[config.mk]
export PLATFORM = sky130hd
export DESIGN_NAME = dvp_pixel_decode
export DESIGN_NICKNAME = d
export VERILOG_FILES = /design/src/rtl/dvp_decode_pkg.sv /design/src/rtl/dvp_pattern_gen.sv /design/src/rtl/dvp_pixel_decode.sv
export SDC_FILE = /design/constraint.sdc
export NUM_CORES = 1
export LEC_CHECK = 0
export CAP_MARGIN = 20
export CORE_ASPECT_RATIO = 1.4
export CORE_MARGIN = 10
export CORE_UTILIZATION = 52
export DETAILED_ROUTE_END_ITERATION = 10
export PLACE_DENSITY_LB_ADDON = 0.08
export REMOVE_ABC_BUFFERS = 1
export SLEW_MARGIN = 20
export SYNTH_ARGS = -nofsm -noshare
export SYNTH_HDL_FRONTEND = slang
export SYNTH_SLANG_ARGS = --single-unit
[constraint.sdc]
create_clock -name cmos_pclk_i -period 2 [get_ports cmos_pclk_i]
set_input_delay 0.3 -clock cmos_pclk_i [delete_from_list [all_inputs] [get_ports cmos_pclk_i]]
set_output_delay 0.3 -clock cmos_pclk_i [all_outputs]
set_load 0.005 [all_outputs]
[src/rtl/dvp_decode_pkg.sv]
// Shared types and constants for the DVP pixel decoder.
//   mode_e  : pixel assembly mode, latched at each frame start
//   BAR_RGB : colour-bar table, index 0 is the left-most bar
package dvp_decode_pkg;

  typedef enum logic [1:0] {
    MODE_RGB565 = 2'd0,
    MODE_RAW8   = 2'd1,
    MODE_GRID   = 2'd2,
    MODE_BAR    = 2'd3
  } mode_e;

  // Packed so that BAR_RGB[0] is white and BAR_RGB[7] is black.
  localparam logic [7:0][23:0] BAR_RGB = {
    24'h000000,  // 7 black
    24'h0000FF,  // 6 blue
    24'hFF0000,  // 5 red
    24'hFF00FF,  // 4 magenta
    24'h00FF00,  // 3 green
    24'h00FFFF,  // 2 cyan
    24'hFFFF00,  // 1 yellow
    24'hFFFFFF   // 0 white
  };

  // Frame-wait counter width; FRAME_WAIT is limited to 1..127.
  localparam int FRAME_CNT_W = 7;

endpackage

[src/rtl/dvp_pattern_gen.sv]
// Pixel colour generator.
// Maps the assembled bytes (or the pixel/line position for the synthetic
// modes) to a 24-bit {R,G,B} value and holds it in an output register that
// only updates on pix_en_i, so rgb_o keeps its value between strobes.
//   clk, rst_n      : clock, synchronous active-low reset
//   pix_en_i        : a pixel completes this cycle
//   mode_i          : latched frame mode
//   byte0_i/byte1_i : first and current byte (byte1_i alone in RAW8)
//   hcnt_i/vcnt_i   : position of the completing pixel
//   rgb_o           : registered pixel colour
module dvp_pattern_gen
  import dvp_decode_pkg::*;
#(
  parameter int CNT_W     = 12,
  parameter int GRID_LOG2 = 6,
  parameter int BAR_LOG2  = 7
) (
  input  logic             clk,
  input  logic             rst_n,
  input  logic             pix_en_i,
  input  mode_e            mode_i,
  input  logic [7:0]       byte0_i,
  input  logic [7:0]       byte1_i,
  input  logic [CNT_W-1:0] hcnt_i,
  input  logic [CNT_W-1:0] vcnt_i,
  output logic [23:0]      rgb_o
);

  logic [23:0] pix;
  logic [2:0]  bar_idx;
  logic [23:0] rgb_d, rgb_q;
  logic        unused_cnt_bits;

  // Only a few position bits select grid squares and bars.
  assign unused_cnt_bits = ^{hcnt_i, vcnt_i};

  always_comb begin
    pix     = '0;
    bar_idx = hcnt_i[BAR_LOG2+2:BAR_LOG2];
    case (mode_i)
      MODE_RGB565: pix = {byte0_i[7:3], 3'b000,
                          byte0_i[2:0], byte1_i[7:5], 2'b00,
                          byte1_i[4:0], 3'b000};
      MODE_RAW8:   pix = {byte1_i, byte1_i, byte1_i};
      MODE_GRID:   pix = (hcnt_i[GRID_LOG2] ^ vcnt_i[GRID_LOG2]) ? 24'h000000 : 24'hFFFFFF;
      MODE_BAR:    pix = BAR_RGB[bar_idx];
      default:     pix = '0;
    endcase
    rgb_d = pix_en_i ? pix : rgb_q;
  end

  always_ff @(posedge clk) begin
    if (!rst_n) rgb_q <= '0;
    else        rgb_q <= rgb_d;
  end

  assign rgb_o = rgb_q;

endmodule

[src/rtl/dvp_pixel_decode.sv]
// DVP camera front end: registers the sensor bus, assembles bytes into
// 24-bit pixels, tracks line/frame geometry and gates output until
// FRAME_WAIT frame starts have been seen.
//   cmos_pclk_i, rst_n_i          : pixel clock, synchronous active-low reset
//   cmos_href_i/vsync_i/data_i    : raw sensor bus
//   mode_i                        : pixel mode, takes effect at next frame start
//   vs_o, hs_o, de_o, rgb_o       : aligned output stream
//   hcnt_o, vcnt_o                : position of the pixel on rgb_o
//   line_len_o, frame_lines_o     : geometry of last completed line/frame
//   out_en_o                      : frame wait elapsed (sticky until reset)
//   odd_line_o                    : a 2-byte line ended on a half pixel
//
// Stream contract: de_o is a one-cycle strobe that qualifies rgb_o, hcnt_o
// and vcnt_o. There is no back-pressure; the consumer must take every
// strobe. Pipeline is pins -> S1 register -> output register, so a pixel's
// last byte on the pins in cycle n shows up on de_o/rgb_o in cycle n+2.
module dvp_pixel_decode
  import dvp_decode_pkg::*;
#(
  parameter int DW         = 8,
  parameter int FRAME_WAIT = 15,
  parameter int CNT_W      = 12,
  parameter int VS_INVERT  = 1,
  parameter int GRID_LOG2  = 6,
  parameter int BAR_LOG2   = 7
) (
  input  logic             cmos_pclk_i,
  input  logic             rst_n_i,
  input  logic             cmos_href_i,
  input  logic             cmos_vsync_i,
  input  logic [DW-1:0]    cmos_data_i,
  input  logic [1:0]       mode_i,
  output logic             vs_o,
  output logic             hs_o,
  output logic             de_o,
  output logic [23:0]      rgb_o,
  output logic [CNT_W-1:0] hcnt_o,
  output logic [CNT_W-1:0] vcnt_o,
  output logic [CNT_W-1:0] line_len_o,
  output logic [CNT_W-1:0] frame_lines_o,
  output logic             out_en_o,
  output logic             odd_line_o
);

  localparam logic [FRAME_CNT_W-1:0] FW      = FRAME_CNT_W'(FRAME_WAIT);
  localparam logic [CNT_W-1:0]       CNT_MAX = '1;

  // S1 and edge-detect registers
  logic             href1_d, href1_q, vs1_d, vs1_q;
  logic [7:0]       data1_d, data1_q;
  logic             href2_d, href2_q, vs2_d, vs2_q;
  // Assembly and geometry state
  mode_e            mode_d, mode_q;
  logic             phase_d, phase_q;
  logic [7:0]       byte0_d, byte0_q;
  logic [CNT_W-1:0] hcnt_d, hcnt_q, vcnt_d, vcnt_q;
  logic [CNT_W-1:0] line_len_d, line_len_q, frame_lines_d, frame_lines_q;
  logic [FRAME_CNT_W-1:0] frame_cnt_d, frame_cnt_q;
  logic             out_en_d, out_en_q;
  // Output stage
  logic             vs_out_d, vs_out_q, hs_out_d, hs_out_q, de_d, de_q;
  logic [CNT_W-1:0] hcnt_out_d, hcnt_out_q, vcnt_out_d, vcnt_out_q;
  logic             odd_d, odd_q;

  logic             vs_start, line_end, two_byte, pixel_done;

  always_comb begin
    href1_d = cmos_href_i;
    vs1_d   = (VS_INVERT != 0) ? ~cmos_vsync_i : cmos_vsync_i;
    data1_d = cmos_data_i[7:0];
    href2_d = href1_q;
    vs2_d   = vs1_q;

    vs_start   = vs1_q & ~vs2_q;
    line_end   = href2_q & ~href1_q;
    two_byte   = (mode_q != MODE_RAW8);
    pixel_done = href1_q & (~two_byte | phase_q);

    mode_d  = vs_start ? mode_e'(mode_i) : mode_q;
    // Phase is 0 on the first byte of a pair; RAW8 keeps it at 0.
    phase_d = href1_q & two_byte & ~phase_q;
    byte0_d = (href1_q & ~phase_q) ? data1_q : byte0_q;

    hcnt_d = hcnt_q;
    if (!href1_q)                             hcnt_d = '0;
    else if (pixel_done && hcnt_q != CNT_MAX) hcnt_d = hcnt_q + 1'b1;

    // Frame start has priority over a coincident line end.
    vcnt_d = vcnt_q;
    if (vs_start)                            vcnt_d = '0;
    else if (line_end && vcnt_q != CNT_MAX)  vcnt_d = vcnt_q + 1'b1;

    // hcnt only counts completed pixels, so a dropped half pixel is excluded.
    line_len_d    = line_end ? hcnt_q : line_len_q;
    frame_lines_d = vs_start ? vcnt_q : frame_lines_q;

    frame_cnt_d = frame_cnt_q;
    if (vs_start && frame_cnt_q != FW) frame_cnt_d = frame_cnt_q + 1'b1;
    out_en_d = out_en_q | (vs_start & (frame_cnt_d == FW));

    // Gate with the next-state enable so the enabling frame's vsync passes.
    vs_out_d   = vs1_q & out_en_d;
    hs_out_d   = href1_q & out_en_d;
    de_d       = pixel_done & out_en_d;
    hcnt_out_d = hcnt_q;
    vcnt_out_d = vcnt_q;
    odd_d      = line_end & two_byte & phase_q;
  end

  always_ff @(posedge cmos_pclk_i) begin
    if (!rst_n_i) begin
      href1_q       <= 1'b0;
      vs1_q         <= 1'b0;
      data1_q       <= '0;
      href2_q       <= 1'b0;
      vs2_q         <= 1'b0;
      mode_q        <= MODE_RGB565;
      phase_q       <= 1'b0;
      byte0_q       <= '0;
      hcnt_q        <= '0;
      vcnt_q        <= '0;
      line_len_q    <= '0;
      frame_lines_q <= '0;
      frame_cnt_q   <= '0;
      out_en_q      <= 1'b0;
      vs_out_q      <= 1'b0;
      hs_out_q      <= 1'b0;
      de_q          <= 1'b0;
      hcnt_out_q    <= '0;
      vcnt_out_q    <= '0;
      odd_q         <= 1'b0;
    end else begin
      href1_q       <= href1_d;
      vs1_q         <= vs1_d;
      data1_q       <= data1_d;
      href2_q       <= href2_d;
      vs2_q         <= vs2_d;
      mode_q        <= mode_d;
      phase_q       <= phase_d;
      byte0_q       <= byte0_d;
      hcnt_q        <= hcnt_d;
      vcnt_q        <= vcnt_d;
      line_len_q    <= line_len_d;
      frame_lines_q <= frame_lines_d;
      frame_cnt_q   <= frame_cnt_d;
      out_en_q      <= out_en_d;
      vs_out_q      <= vs_out_d;
      hs_out_q      <= hs_out_d;
      de_q          <= de_d;
      hcnt_out_q    <= hcnt_out_d;
      vcnt_out_q    <= vcnt_out_d;
      odd_q         <= odd_d;
    end
  end

  dvp_pattern_gen #(
    .CNT_W     (CNT_W),
    .GRID_LOG2 (GRID_LOG2),
    .BAR_LOG2  (BAR_LOG2)
  ) u_pattern_gen (
    .clk      (cmos_pclk_i),
    .rst_n    (rst_n_i),
    .pix_en_i (pixel_done),
    .mode_i   (mode_q),
    .byte0_i  (byte0_q),
    .byte1_i  (data1_q),
    .hcnt_i   (hcnt_q),
    .vcnt_i   (vcnt_q),
    .rgb_o    (rgb_o)
  );

  assign vs_o          = vs_out_q;
  assign hs_o          = hs_out_q;
  assign de_o          = de_q;
  assign hcnt_o        = hcnt_out_q;
  assign vcnt_o        = vcnt_out_q;
  assign line_len_o    = line_len_q;
  assign frame_lines_o = frame_lines_q;
  assign out_en_o      = out_en_q;
  assign odd_line_o    = odd_q;

endmodule

==> reports/metrics.cfg <==
[layout]
layout_common_cells = dfxtp_1 (133), clkdlybuf4s50_1 (89), nand2_1 (72)
layout-drive-gt1-share_pct = 12.8
area_growth_pct = 32.4
multi_input_area_sq_mm = 0.00227
final_common_cell = dfxtp_1
nFillCells = 797
nets = 643
ff_latch_area_sq_mm = 0.00268
final_cells = 774
final_cell_area_sq_mm = 0.00688
diodes = 0

[critical_path]
cpLargestDelayFamily = simple AND/OR/NAND/NOR gates
crit_required_ns = 2.34
reg2reg_from = frame_cnt_q[1]$_SDFF_PN0_
crit_cells = 6
ff2ff_path_depth = 6
r2r_slack_ns = 0.13
arrival_ns = 2.21
critPathBufInv = 0
crit_type = reg -> reg
worstSetupEndpointType = register
cpMaxStageDelayCell = dfxtp_1
crit_end = vs_o$_SDFF_PN0_
crit_start = frame_cnt_q[1]$_SDFF_PN0_
r2r-end = vs_o$_SDFF_PN0_
startpoint_type = register
cp_slowest_stage_delay_ns = 0.38
critical_path.max_fanout = 4
worstPathCellList = ha_1 -> nand3b_1 -> o31a_1 -> nor4b_2 -> a32oi_2 -> nor2b_1

[yosys]
syn_inst = 538
synthMuxAreaShare_pct = 2.89
synthXorXnorAreaFrac_pct = 3.54
yosysWarnings = 0
synth-edff-count = 0
ys_types = 61
ys_seq_area_share_pct = 51.6
ys_ff_latch = 134
synth_fa_ha_area_share_pct = 0.722
async_flop_share_pct = 0
dominantRegCellSynth = dfxtp_1
synth_compound_area_share_pct = 14.5
synth_top_family_by_area = simple AND/OR/NAND/NOR gates
yosys.area_share.simple_pct = 21.9
syn_area_sq_mm = 0.00520
syn-mean-instance-area_sq_um = 9.66

[timing]
setup_violations = 0
relSlewSlack_pct = 59.3
tightest_slew_ns = 0.611
fin_skew_ns = 0.00730
hold_ws_ns = 0.367
slew_viol_final = 0
fmax_mhz = 535
finalCriticalPeriod_ns = 1.87
rsz0062_at_grt = no
finalHoldViolCount = 0
post-route-period-util_pct = 93.4

[grt]
antenna_found_initial = 0
grt_pass1_vias = 4066
grt_max_degree = 77
grt_usage_pct = 17.0
grt_pass1_wl_um = 20300
grt.overflow.total = 0

[placement]
gp_congestion = 0.850
hpwl_um = 8350
dpl.cell_count = 742
numPortBuffers = 90
dpl_cell_area_sq_mm = 0.00620

[clock_tree]
postCtsSetupBuffers = 0
clock_latency_ns = 0.41
cts.htree.levels = 4
clock_sinks = 134
cts_buffer_depth = 2
tritoncts = yes
clk_pin_slew_worst_paths_ns = 0.05
root_buffer = clkbuf_16
post_cts_resized = 0
numCtsBuffers = 17
hold_buffers = 0

[drt]
wirelength_um = 12100
drt_pass1_iterations = 4
drtIter0Drc = 231
drc = 0
vias_per_cell = 5.24
ant_nets = 0
via_count = 4059
routedWlPerCell_um = 15.7

[die]
core_region_area_sq_mm = 0.00985
start_util_pct = 52.8
io_pins = 91
dieHeight_um = 138
fp.dieW_um = 105
placementRows = 43
dieArea_sq_mm = 0.0145

[worst_hold_path]
min_path_type = in -> reg
hold_depth = 4

[power_and_ir_drop]
ir_drop_uv = 714
p_leak_nw = 2.53
power_density_mw_per_mm2 = 948

[run_status]
status = finished clean

[flow_run]
cap_violations = 0

-- worst register-to-register path, cell delays in order (launching register included) --
cell	delay (ns)
dfxtp_1	0.38
ha_1	0.23
nand3b_1	0.18
o31a_1	0.36
nor4b_2	0.34
a32oi_2	0.18
nor2b_1	0.13
-- flip-flops by register name (all words and copies together), names as in the netlist, named ones only --
register             cells
href2_q                  1
de_o                     1
line_len_o              12
byte0_q                  8
odd_line_o               1
out_en_o                 1
vcnt_o                  12
phase_q                  1
data1_q                  8
frame_cnt_q              7
vs_o                     1
u_pattern_gen.rgb_o     24
hcnt_o                  12
vs2_q                    1
vs1_q                    1
hcnt_out_d              12
href1_q                  1
frame_lines_o           12
mode_q                   2
vcnt_out_d              12
hs_o                     1
-- worst min path at each step --
stage / startpoint / end
4_1_cts: rst_n_i / frame_cnt_q[3]$_SDFF_PN0_
5_1_grt: rst_n_i / frame_cnt_q[3]$_SDFF_PN0_
3_3_place_gp: u_pattern_gen.rgb_o[15]$_SDFFE_PN0P_ / u_pattern_gen.rgb_o[15]$_SDFFE_PN0P_
2_1_floorplan: cmos_vsync_i / vs1_q$_SDFF_PN0_
6_report: rst_n_i / frame_cnt_q[3]$_SDFF_PN0_
3_5_place_dp: u_pattern_gen.rgb_o[15]$_SDFFE_PN0P_ / u_pattern_gen.rgb_o[15]$_SDFFE_PN0P_
-- metrics by stage --
step / setup TNS, ns / setup slack, ns / total power (W) / util [%]
CTS: 0 / 0.121 / 0.00657 / 69.8
detailed placement: 0 / 0.113 / 0.00311 / 63.0
floorplan: -0.0939 / -0.0211 / 0.00295 / -
finish: 0 / 0.132 / 0.00653 / 69.9
global route: 0 / 0.0152 / 0.00672 / 69.9
global placement: 0 / 0.225 / 0.00311 / 63.0
-- cells in the mapped netlist (4+ instances only) --
| cell | n | share of area [%] |
|---|---|---|
| buf_2 | 10 | 0.96 |
| nand3_1 | 8 | 0.77 |
| clkbuf_1 | 19 | 1.4 |
| nor3_1 | 10 | 0.96 |
| a21oi_1 | 22 | 2.1 |
| dfxtp_1 | 134 | 52 |
| a21boi_0 | 26 | 3.8 |
| and2_1 | 23 | 2.8 |
| o221a_2 | 8 | 1.7 |
| o221ai_1 | 16 | 2.7 |
| nor2b_1 | 20 | 2.4 |
| inv_1 | 24 | 1.7 |
| mux2i_1 | 15 | 2.9 |
| buf_4 | 4 | 0.58 |
| xor2_1 | 7 | 1.2 |
| nand2b_1 | 6 | 0.72 |
| nand2_1 | 72 | 5.2 |
| nor2_1 | 38 | 2.7 |
| xnor2_1 | 14 | 2.4 |
-- metal layers --
metal  global-route usage (%)  vias up  routed length [um]
met4                     5.95        0                 192
met1                     18.3     1930                4980
li1                         -     2008                   -
met3                     6.47       20                 740
met5                        0        -                   0
met2                     29.6      101                6230
-- power breakdown --
group | leakage, nW | switching (W) | total (W) | internal (W)
registers | 1.09 | 0.0000405 | 0.00276 | 0.00272
logic | 1.11 | 0.000150 | 0.000294 | 0.000144
clock network | 0.330 | 0.00112 | 0.00347 | 0.00235
total | 2.53 | 0.00131 | 0.00653 | 0.00521
-- cell families (layout without fill, tap and decap cells) --
group	after synthesis	in the layout
AOI/OAI and AO/OA	97	97
adders and majority gates	3	3
muxes	15	15
and+or+nand+nor	209	209
buffers and inverters	59	160
xor gates and xnor gates	21	21
DFF	134	134
-- layout make-up --
type	instances	share of cell area [%]
inverter	24	1.31
sequential	134	39.0
clock buffer	21	6.98
timing repair buffer	104	14.5
tap	135	2.45
multi-input combinational	345	32.9
clock inverter	11	2.82
Note: power is estimated with default switching activity, not from simulation.
